## config.mk

```make
export PLATFORM = sky130hd
export DESIGN_NAME = alu_seq_param_flat
export DESIGN_NICKNAME = d
export VERILOG_FILES = /design/src/rtl/alu_seq_param_if.sv /design/src/rtl/alu_seq_param.sv /design/src/flat_wrapper.sv
export SDC_FILE = /design/constraint.sdc
export NUM_CORES = 1
export LEC_CHECK = 0
export BUFFER_PORTS_ARGS = -buffer_cell sky130_fd_sc_hd__clkbuf_2
export CORE_ASPECT_RATIO = 0.7
export CORE_MARGIN = 10
export CORE_UTILIZATION = 45
export DETAILED_ROUTE_END_ITERATION = 8
export GPL_TIMING_DRIVEN = 0
export PLACE_DENSITY = 0.67
export REMOVE_ABC_BUFFERS = 1
export SYNTH_ARGS = -nofsm -noshare
export SYNTH_HDL_FRONTEND = slang
export SYNTH_SLANG_ARGS = --single-unit
```

## constraint.sdc

```tcl
create_clock -name clk -period 2 [get_ports clk]
set_input_delay 0.3 -clock clk [delete_from_list [all_inputs] [get_ports clk]]
set_output_delay 0.3 -clock clk [all_outputs]
set_load 0.03 [all_outputs]
```

## src/rtl/alu_seq_param_if.sv

```systemverilog
// Operand/result handshake bundle for alu_seq_param.
// master = operand source / result sink side, slave = ALU side.
interface alu_seq_param_if #(
    parameter int WIDTH = 8
);
  logic             in_valid;
  logic             in_ready;
  logic [WIDTH-1:0] a;
  logic [WIDTH-1:0] b;
  logic [3:0]       op;
  logic             out_valid;
  logic             out_ready;
  logic [WIDTH-1:0] y;
  logic             c;
  logic             z;
  logic             n;
  logic             v;
  logic             busy;

  modport master (
    output in_valid, a, b, op, out_ready,
    input  in_ready, out_valid, y, c, z, n, v, busy
  );

  modport slave (
    input  in_valid, a, b, op, out_ready,
    output in_ready, out_valid, y, c, z, n, v, busy
  );
endinterface

```

## src/rtl/alu_seq_param.sv

```systemverilog
// Registered WIDTH-bit ALU with valid/ready on both sides and Z/N/V/C flags.
// Define ALU_MUL_EN to build the iterative shift-add multiplier for op 8.
module alu_seq_param #(
    parameter int WIDTH = 8
) (
  input  logic          clk,
  input  logic          rst,
  alu_seq_param_if.slave bus
);
  localparam int M = WIDTH - 1;

  localparam logic [3:0] OP_ADD = 4'd0;
  localparam logic [3:0] OP_SUB = 4'd1;
  localparam logic [3:0] OP_AND = 4'd2;
  localparam logic [3:0] OP_OR  = 4'd3;
  localparam logic [3:0] OP_XOR = 4'd4;
  localparam logic [3:0] OP_NOT = 4'd5;
  localparam logic [3:0] OP_SHL = 4'd6;
  localparam logic [3:0] OP_SHR = 4'd7;

`ifdef ALU_MUL_EN
  localparam logic [3:0] OP_MUL = 4'd8;
  localparam int CW = $clog2(WIDTH + 1);
  typedef enum logic [1:0] {IDLE = 2'd0, EXEC = 2'd1, DONE = 2'd2} state_t;
`else
  typedef enum logic [1:0] {IDLE = 2'd0, DONE = 2'd2} state_t;
`endif

  state_t           state_q, state_d;
  logic [WIDTH-1:0] y_q, y_d;
  logic             c_q, c_d;
  logic             z_q, z_d;
  logic             n_q, n_d;
  logic             v_q, v_d;

`ifdef ALU_MUL_EN
  logic [2*WIDTH-1:0] acc_q, acc_d;
  logic [2*WIDTH-1:0] mcand_q, mcand_d;
  logic [WIDTH-1:0]   mplier_q, mplier_d;
  logic [CW-1:0]      cnt_q, cnt_d;
`endif

  logic             in_ready;
  logic             accept;
  logic             is_mul;
  logic [WIDTH:0]   sum;
  logic [WIDTH:0]   diff;
  logic [WIDTH-1:0] alu_y;
  logic             alu_c;
  logic             alu_v;

  assign in_ready = (state_q == IDLE) || (state_q == DONE && bus.out_ready);
  assign accept   = bus.in_valid && in_ready;
`ifdef ALU_MUL_EN
  assign is_mul   = (bus.op == OP_MUL);
`else
  assign is_mul   = 1'b0;
`endif

  // Single-cycle datapath for every non-multiply opcode; reserved codes fall to default.
  always_comb begin
    sum   = {1'b0, bus.a} + {1'b0, bus.b};
    diff  = {1'b0, bus.a} - {1'b0, bus.b};
    alu_y = '0;
    alu_c = 1'b0;
    alu_v = 1'b0;
    case (bus.op)
      OP_ADD: begin
        alu_y = sum[M:0];
        alu_c = sum[WIDTH];
        alu_v = (bus.a[M] == bus.b[M]) && (sum[M] != bus.a[M]);
      end
      OP_SUB: begin
        alu_y = diff[M:0];
        alu_c = diff[WIDTH];
        alu_v = (bus.a[M] != bus.b[M]) && (diff[M] != bus.a[M]);
      end
      OP_AND: alu_y = bus.a & bus.b;
      OP_OR:  alu_y = bus.a | bus.b;
      OP_XOR: alu_y = bus.a ^ bus.b;
      OP_NOT: alu_y = ~bus.a;
      OP_SHL: begin
        alu_y = {bus.a[M-1:0], 1'b0};
        alu_c = bus.a[M];
      end
      OP_SHR: begin
        alu_y = {1'b0, bus.a[M:1]};
        alu_c = bus.a[0];
      end
      default: ;
    endcase
  end

  always_comb begin
    state_d  = state_q;
    y_d      = y_q;
    c_d      = c_q;
    z_d      = z_q;
    n_d      = n_q;
    v_d      = v_q;
`ifdef ALU_MUL_EN
    acc_d    = acc_q;
    mcand_d  = mcand_q;
    mplier_d = mplier_q;
    cnt_d    = cnt_q;
`endif
    if (accept) begin
      if (is_mul) begin
`ifdef ALU_MUL_EN
        state_d  = EXEC;
        acc_d    = '0;
        mcand_d  = {{WIDTH{1'b0}}, bus.a};
        mplier_d = bus.b;
        cnt_d    = '0;
`endif
      end else begin
        state_d = DONE;
        y_d     = alu_y;
        c_d     = alu_c;
        v_d     = alu_v;
        z_d     = (alu_y == '0);
        n_d     = alu_y[M];
      end
    end else if (state_q == DONE && bus.out_ready) begin
      state_d = IDLE;
    end
`ifdef ALU_MUL_EN
    // WIDTH add/shift steps, then one more cycle to publish the product.
    if (state_q == EXEC) begin
      if (cnt_q == CW'(WIDTH)) begin
        state_d = DONE;
        y_d     = acc_q[M:0];
        c_d     = |acc_q[2*WIDTH-1:WIDTH];
        v_d     = 1'b0;
        z_d     = (acc_q[M:0] == '0);
        n_d     = acc_q[M];
      end else begin
        if (mplier_q[0]) acc_d = acc_q + mcand_q;
        mcand_d  = mcand_q << 1;
        mplier_d = mplier_q >> 1;
        cnt_d    = cnt_q + CW'(1);
      end
    end
`endif
  end

  always_ff @(posedge clk or posedge rst) begin
    if (rst) begin
      state_q  <= IDLE;
      y_q      <= '0;
      c_q      <= 1'b0;
      z_q      <= 1'b0;
      n_q      <= 1'b0;
      v_q      <= 1'b0;
`ifdef ALU_MUL_EN
      acc_q    <= '0;
      mcand_q  <= '0;
      mplier_q <= '0;
      cnt_q    <= '0;
`endif
    end else begin
      state_q  <= state_d;
      y_q      <= y_d;
      c_q      <= c_d;
      z_q      <= z_d;
      n_q      <= n_d;
      v_q      <= v_d;
`ifdef ALU_MUL_EN
      acc_q    <= acc_d;
      mcand_q  <= mcand_d;
      mplier_q <= mplier_d;
      cnt_q    <= cnt_d;
`endif
    end
  end

  assign bus.in_ready  = in_ready;
  assign bus.out_valid = (state_q == DONE);
  assign bus.busy      = (state_q != IDLE);
  assign bus.y         = y_q;
  assign bus.c         = c_q;
  assign bus.z         = z_q;
  assign bus.n         = n_q;
  assign bus.v         = v_q;
endmodule
```

## src/flat_wrapper.sv

```systemverilog
// flat-port wrapper written by rule: the top's interface ports become plain ports
module alu_seq_param_flat 
#(
    parameter int WIDTH = 8
)
  (clk, rst, bus_in_valid, bus_a, bus_b, bus_op, bus_out_ready, bus_in_ready, bus_out_valid, bus_y, bus_c, bus_z, bus_n, bus_v, bus_busy);
  alu_seq_param_if #(.WIDTH(WIDTH)) bus_i ();
  input  logic clk;
  input  logic rst;
  input wire logic [$bits(bus_i.in_valid)-1:0] bus_in_valid;
  input wire logic [$bits(bus_i.a)-1:0] bus_a;
  input wire logic [$bits(bus_i.b)-1:0] bus_b;
  input wire logic [$bits(bus_i.op)-1:0] bus_op;
  input wire logic [$bits(bus_i.out_ready)-1:0] bus_out_ready;
  output wire logic [$bits(bus_i.in_ready)-1:0] bus_in_ready;
  output wire logic [$bits(bus_i.out_valid)-1:0] bus_out_valid;
  output wire logic [$bits(bus_i.y)-1:0] bus_y;
  output wire logic [$bits(bus_i.c)-1:0] bus_c;
  output wire logic [$bits(bus_i.z)-1:0] bus_z;
  output wire logic [$bits(bus_i.n)-1:0] bus_n;
  output wire logic [$bits(bus_i.v)-1:0] bus_v;
  output wire logic [$bits(bus_i.busy)-1:0] bus_busy;
  assign bus_i.in_valid = bus_in_valid;
  assign bus_i.a = bus_a;
  assign bus_i.b = bus_b;
  assign bus_i.op = bus_op;
  assign bus_i.out_ready = bus_out_ready;
  assign bus_in_ready = bus_i.in_ready;
  assign bus_out_valid = bus_i.out_valid;
  assign bus_y = bus_i.y;
  assign bus_c = bus_i.c;
  assign bus_z = bus_i.z;
  assign bus_n = bus_i.n;
  assign bus_v = bus_i.v;
  assign bus_busy = bus_i.busy;
  alu_seq_param #(.WIDTH(WIDTH)) u_core (.clk(clk), .rst(rst), .bus(bus_i));
endmodule
```

==> results of run 1 <==
[layer usage]
metal | routed length (µm) | share of wire
met2 | 2788 | 0.44
met4 | 95 | 0.015
met1 | 2918 | 0.46
met3 | 594 | 0.093
met5 | 0 | 0
[cell usage after synthesis (all sizes together), types with 2 or more instances]
cell and instances:
inv 27, a211o 2, mux2 6, o32ai 2, nand4 2, xnor2 2, fa 2, o22ai 3
nand2b 6, o2bb2ai 3, a211oi 5, or2 3, nor3 7, a21oi 14, nor4 5, or3 2
dfrtp 12, mux4 3, clkbuf 6, ha 24, nand3 10, nor2 17, o21bai 2, and3 3
a21o 2, o21ai 12, nand2 13, or4 3, a31o 2, a31oi 3, buf 12, o221a 2
mux2i 6, a221oi 3
[kinds of logic (layout without fill, tap and decap cells)]
logic type | after synthesis | in the layout | synth area share
and+or+nand+nor | 80 | 80 | 0.2181
AOI/OAI and AO/OA | 69 | 69 | 0.2495
buffers and inverters | 45 | 90 | 0.09742
adders and majority gates | 26 | 26 | 0.1710
muxes | 15 | 15 | 0.09994
DFF | 12 | 12 | 0.1508
xor gates and xnor gates | 3 | 3 | 0.01320
[layout make-up]
class | instances | area, µm² | share of cell area
multi-input cells | 193 | 1734 | 0.6311
clock buffers | 3 | 41.29 | 0.01503
flip-flops and latches | 12 | 300.3 | 0.1093
well taps | 55 | 68.82 | 0.02505
repair buffers | 60 | 476.7 | 0.1735
inverters | 27 | 126.4 | 0.04599
[final timing paths]
path	from	endpoint	slack, ps	depth (start not counted)
setup / recovery	bus_a[4]	u_core.bus.v$_DFFE_PP0P_	-150	9
hold / removal	rst	u_core.bus.y[4]$_DFFE_PP0P_	40	2
setup reg to reg	u_core.state_q[1]$_DFFE_PP0P_	u_core.bus.z$_DFFE_PP0P_	140	6
hold reg to reg	u_core.bus.y[0]$_DFFE_PP0P_	u_core.bus.y[0]$_DFFE_PP0P_	480	2
max in group asynchronous	rst	u_core.bus.y[0]$_DFFE_PP0P_	1660	2
min in group clk	bus_in_valid	u_core.state_q[1]$_DFFE_PP0P_	320	2
[power by group through the flow]
stage          logic [mW]  registers [mW]  clock network [mW]
5_1_grt             0.803           0.306               0.227
6_report            0.742           0.301               0.210
3_3_place_gp        0.556           0.304                   0
3_5_place_dp        0.563           0.306                   0
2_1_floorplan       0.285           0.395                   0
4_1_cts             0.695           0.302               0.214
[timing repair]
action                                  in CTS  in global routing
endpoints found under the setup margin       8                  7
resized for setup                           69                 17
pin swaps                                   19                  9
setup buffers                               16                  6
[state kept, by name, indices dropped and copies added, names as in the netlist]
name,flops
u_core.bus.c,1
u_core.bus.y,8
u_core.state_q,1
u_core.bus.z,1
u_core.bus.v,1
[metrics by stage]
step	instance area (µm²)	total power, mW	TNS, ps	hold slack [ps]	worst slack [ps]
2_1_floorplan	1898	0.6798	-1286	164.7	-384.3
3_3_place_gp	2157	0.8598	-5392	301.3	-957.0
3_5_place_dp	2157	0.8695	-5544	311.4	-962.5
4_1_cts	2638	1.210	-418.5	63.76	-136.3
5_1_grt	2748	1.337	-924.5	81.32	-219.4
6_report	2748	1.253	-582.1	40.98	-149.2
[worst reg2reg max path, cell delays in order, from the launching register on]
cell and delay (ps):
dfrtp_1 390, nand2b_1 160, nand2_2 240, a211oi_2 260, nand4_1 130, or3_4 400
o41ai_2 190
==> results.txt, run 1 <==
outcome - finished, violations left
failing checks - negative setup slack
most common cell after layout, fill and taps aside - clkbuf_2
Most used DFF post-synth - dfrtp_1
final wirelength - 6398 µm
Worst Max-Slew Pin Slew - 776.9 ps
clk slew on worst S/H paths - 50 ps
I/O Buffers - 38
Worst EP required - 2120 ps
CTS buffer count - 3
#FFs+latches synth - 12
Bufs on Longest Clock Path - 2
# hold bufs at CTS - 0
# setup viols final - 5
Cells after Synth - 250
Yosys cell types - 66
final net count - 347
WP buf/inv - 3
global routing usage on met1 - 0.2348
via count - 2,168
crit path cell chain - clkbuf_16 -> inv_6 -> ha_4 -> inv_4 -> a221oi_4 -> a2111oi_4 -> or2_0 -> mux4_2 -> mux2_4
Core Region - 4304 µm²
HP Class - input pin to asynchronous set/reset pin
clock share of power - 0.168
n_diodes - 0
mapped cell area - 1991 µm²
EDFF count, synth - 0
Top-Level Pins - 39
Final Util - 0.6384
CP Class - input pin to register
Post-Route Skew - 2.057 ps
top cell type's share of synthesized area - 0.1508
sequential area share after synthesis - 0.1508
Die Span Y - 75.65 µm
Starting Density - 0.4625
Net Sw Power - 526.3 µW
routed len/inst - 18.28 µm
Final Critical Period - 2149 ps
Int Pwr - 726.5 µW
root buffer cell - clkbuf_8
Detail Route Antenna Nets - 0
CTS tree - built
M3 GR Usage - 0.03533
Worst setup EP type - register
Cell Pwr Density - 456.0 nW/µm²
Hold Vio Cnt, Final - 0
die area - 7526 µm²
CP max-delay cell - mux4_2
Setup crit start kind - input pin
drt pass-1 iters - 5
peak supply drop - 0.4001 mV
max cap viols - 0
commonest cells after routing, fill and taps aside - 29 x clkbuf_2, 22 x buf_4, 17 x inv_1
worst path arrival time - 2270 ps
# placed instances - 325
Leakage - 1.250 nW
Clock Sinks - 12
Yosys Warn Count - 0
vias in the first global route - 2,119
total global-route track usage - 0.1679
drt drc - 0
largest cells by area after synthesis - dfrtp_1 15%, ha_1 15%, inv_1 5.1%
Layout area overhead - 38.03%
DR vias/cell - 6.194
Comb pwr share - 0.592
HPWL Detailed - 4417 µm
Finished Layout Cells - 350
FMAX - 0.4653 GHz
ys async rst share - 1.000
crit-path max FO - 5
H-tree Lvls - 1
GR Layer Usage met2 - 0.2507
RSZ-0062 raised after global routing - true
largest net degree at the start of global routing - 32
row cnt - 20
Slew Viols, Final - 0
Max stage delay on crit path - 460 ps
DR iter-0 viols - 294
fill count - 385
sequential share of power - 0.240
grt peak-use layer - met2
largest area contributor in the netlist - dfrtp_1
Post-Syn Area per Cell - 7.963 µm²
period utilization - 1.075
worst rel slew slack - 0.4777
initial antenna violation count - 0
family with the most delay on the worst path - multiplexers
switching share of power - 0.4201
first-pass GRT wire length - 10,550 µm
die width - 99.50 µm
share of cells above drive strength 1 - 0.4136
GP Congestion - 0.9266
gr ovfl total - 0
post-route setup slack - -149.2 ps
Clock Latency Late Sink - 230 ps
Power figures use the tool's default switching activity.
==> run 2, diff against run 1 <==
CORE_UTILIZATION = 55   (was 45)
PLACE_DENSITY = 0.8   (was 0.67)
SKIP_CTS_REPAIR_TIMING = 1   (was unset)
==> run 2 against run 1 <==
  * The flow still finishes with violations (negative setup slack)
  * Critical path depth up 1
  * Critical endpoint is now u_core.bus.z$_DFFE_PP0P_
  * Flip-flop and latch count did not move
  * Sequential share of layout area is 0.49 points higher
  * Critical path type unchanged
  * Highest routed layer unchanged
==> results.txt, run 2 (synthesized netlist as in run 1, its figures left out) <==
n_diodes - 0 (unchanged)
most common cell after layout, fill and taps aside - clkbuf_2
share of cells above drive strength 1 - 0.4048 (-0.008715)
CTS tree - built
final wirelength - 6513 µm (+1.8%)
drt drc - 0 (unchanged)
initial antenna violation count - 0 (unchanged)
DR vias/cell - 6.475 (+4.5%)
Int Pwr - 747.0 µW (+2.8%)
max cap viols - 0 (unchanged)
Top-Level Pins - 39 (unchanged)
peak supply drop - 0.4001 mV (about the same)
final net count - 340 (-2.0%)
Finished Layout Cells - 339 (-3.1%)
first-pass GRT wire length - 9142 µm (-13%)
Worst Max-Slew Pin Slew - 817.7 ps (+40.73 ps)
Worst setup EP type - register
failing checks - negative setup slack
max reg flops - 8 (unchanged)
Worst EP required - 2140 ps (+20 ps)
largest net degree at the start of global routing - 32 (unchanged)
fill count - 264 (-31%)
Clock Latency Late Sink - 240 ps (about the same)
worst path arrival time - 2450 ps (+180 ps)
Net Sw Power - 537.3 µW (+2.1%)
H-tree Lvls - 1 (unchanged)
die area - 6464 µm² (-14%)
# setup viols final - 7 (+2)
Core Region - 3513 µm² (-18%)
Comb pwr share - 0.564 (-0.028)
RSZ-0062 raised after global routing - true
GP Congestion - 0.9387 (+1.3%)
HP Class - input pin to asynchronous set/reset pin
DR iter-0 viols - 310 (+5.4%)
outcome - finished, violations left
Slew Viols, Final - 0 (unchanged)
Power Total - 1.284 mW (+2.5%)
crit-path max FO - 7 (+2)
die width - 91.91 µm (-7.6%)
switching share of power - 0.4184 (-0.001713)
Setup crit start kind - input pin
root buffer cell - clkbuf_8
Detail Route Antenna Nets - 0 (unchanged)
clk slew on worst S/H paths - 50 ps (about the same)
post-route setup slack - -319.1 ps (-169.9 ps)
gr ovfl total - 0 (unchanged)
Layout area overhead - 32.06%
period utilization - 1.160 (+0.08496)
Register Area - 300.3 µm² (unchanged)
sequential share of power - 0.235 (-0.005)
Final Critical Period - 2319 ps (+169.9 ps)
Die Span Y - 70.34 µm (-7.0%)
worst rel slew slack - 0.4529 (-0.02486)
I/O Buffers - 38 (unchanged)
Clock Sinks - 12 (unchanged)
Post-Route Skew - 4.056 ps (+1.998 ps)
Cell Pwr Density - 488.6 nW/µm² (+7.1%)
HPWL Detailed - 4194 µm (-5.0%)
Bufs on Longest Clock Path - 2 (unchanged)
Hold Vio Cnt, Final - 0 (unchanged)
routed len/inst - 19.21 µm (+5.1%)
CP Class - input pin to register
total global-route track usage - 0.1618 (-0.006042)
Starting Density - 0.5666 (+0.1041)
Leakage - 1.188 nW (-4.9%)
via count - 2,195 (+1.2%)
FMAX - 0.4312 GHz (-7.3%)
CTS buffer count - 3 (unchanged)
# placed instances - 320 (-1.5%)
clock share of power - 0.201 (+0.033)
row cnt - 18 (-10%)
drt pass-1 iters - 5 (unchanged)
vias in the first global route - 1,921 (-9.3%)
Final Util - 0.7482 (+0.1098)
multi-input combinational cell area - 1729 µm² (-0.29%)
commonest cells after routing, fill and taps aside - 29 x clkbuf_2, 18 x inv_1, 18 x buf_4
[run 2: changes by cell type in the layout (fill, tap and decap cells not counted), sizes merged]
cell,previous run,this run
clkbuf,40,34
[run 2: through the flow]
step	hold WS (ps)	setup TNS (ps)	setup WS, ps	area (µm²)
floorplan	164.7	-1286	-384.3	1898
global placement	296.0	-5158	-882.8	2151
detailed placement	301.7	-5296	-917.8	2151
CTS	46.47	-3146	-707.5	2206
global route	72.82	-1393	-376.5	2629
finish	30.29	-1054	-319.1	2629
[run 2: cell type report]
cell class                      count  area share
Tap cell                           50     0.02380
Multi-Input combinational cell    193      0.6578
Sequential cell                    12      0.1142
Inverter                           27     0.04617
Timing Repair Buffer               53      0.1371
Clock buffer                        4     0.02094
[run 2: routing by layer]
layer,up-vias,GRT usage,part of all wire
met5,-,0,0
met4,0,0.03754,0.026
met3,28,0.03522,0.12
met2,158,0.2375,0.45
met1,1013,0.2313,0.41
li1,996,-,-
[run 2: worst max-delay path, cell delays in order]
cell	delay, ps
buf_4	130
inv_4	40
ha_4	300
buf_4	140
o21bai_1	110
a21oi_1	370
o221a_2	270
o32ai_2	80
or3_4	380
o41ai_2	320
[run 2: worst paths after layout]
path / cells after the start / endpoint / start / slack (ps)
worst max-delay path: 10 / u_core.bus.z$_DFFE_PP0P_ / bus_a[2] / -320
worst min-delay path: 2 / u_core.bus.y[5]$_DFFE_PP0P_ / rst / 30
worst max register to register: 6 / u_core.bus.z$_DFFE_PP0P_ / u_core.state_q[1]$_DFFE_PP0P_ / 10
worst min register to register: 2 / u_core.bus.y[0]$_DFFE_PP0P_ / u_core.bus.y[0]$_DFFE_PP0P_ / 480
max in group asynchronous: 2 / u_core.bus.y[6]$_DFFE_PP0P_ / rst / 1670
min in group clk: 2 / u_core.state_q[1]$_DFFE_PP0P_ / bus_in_valid / 300
[run 2: power by group through the flow]
stage	clock network, mW	registers [mW]	logic [mW]
floorplan	0	0.395	0.285
global placement	0	0.303	0.549
detailed placement	0	0.307	0.555
CTS	0.264	0.302	0.558
global route	0.277	0.307	0.776
finish	0.258	0.302	0.724
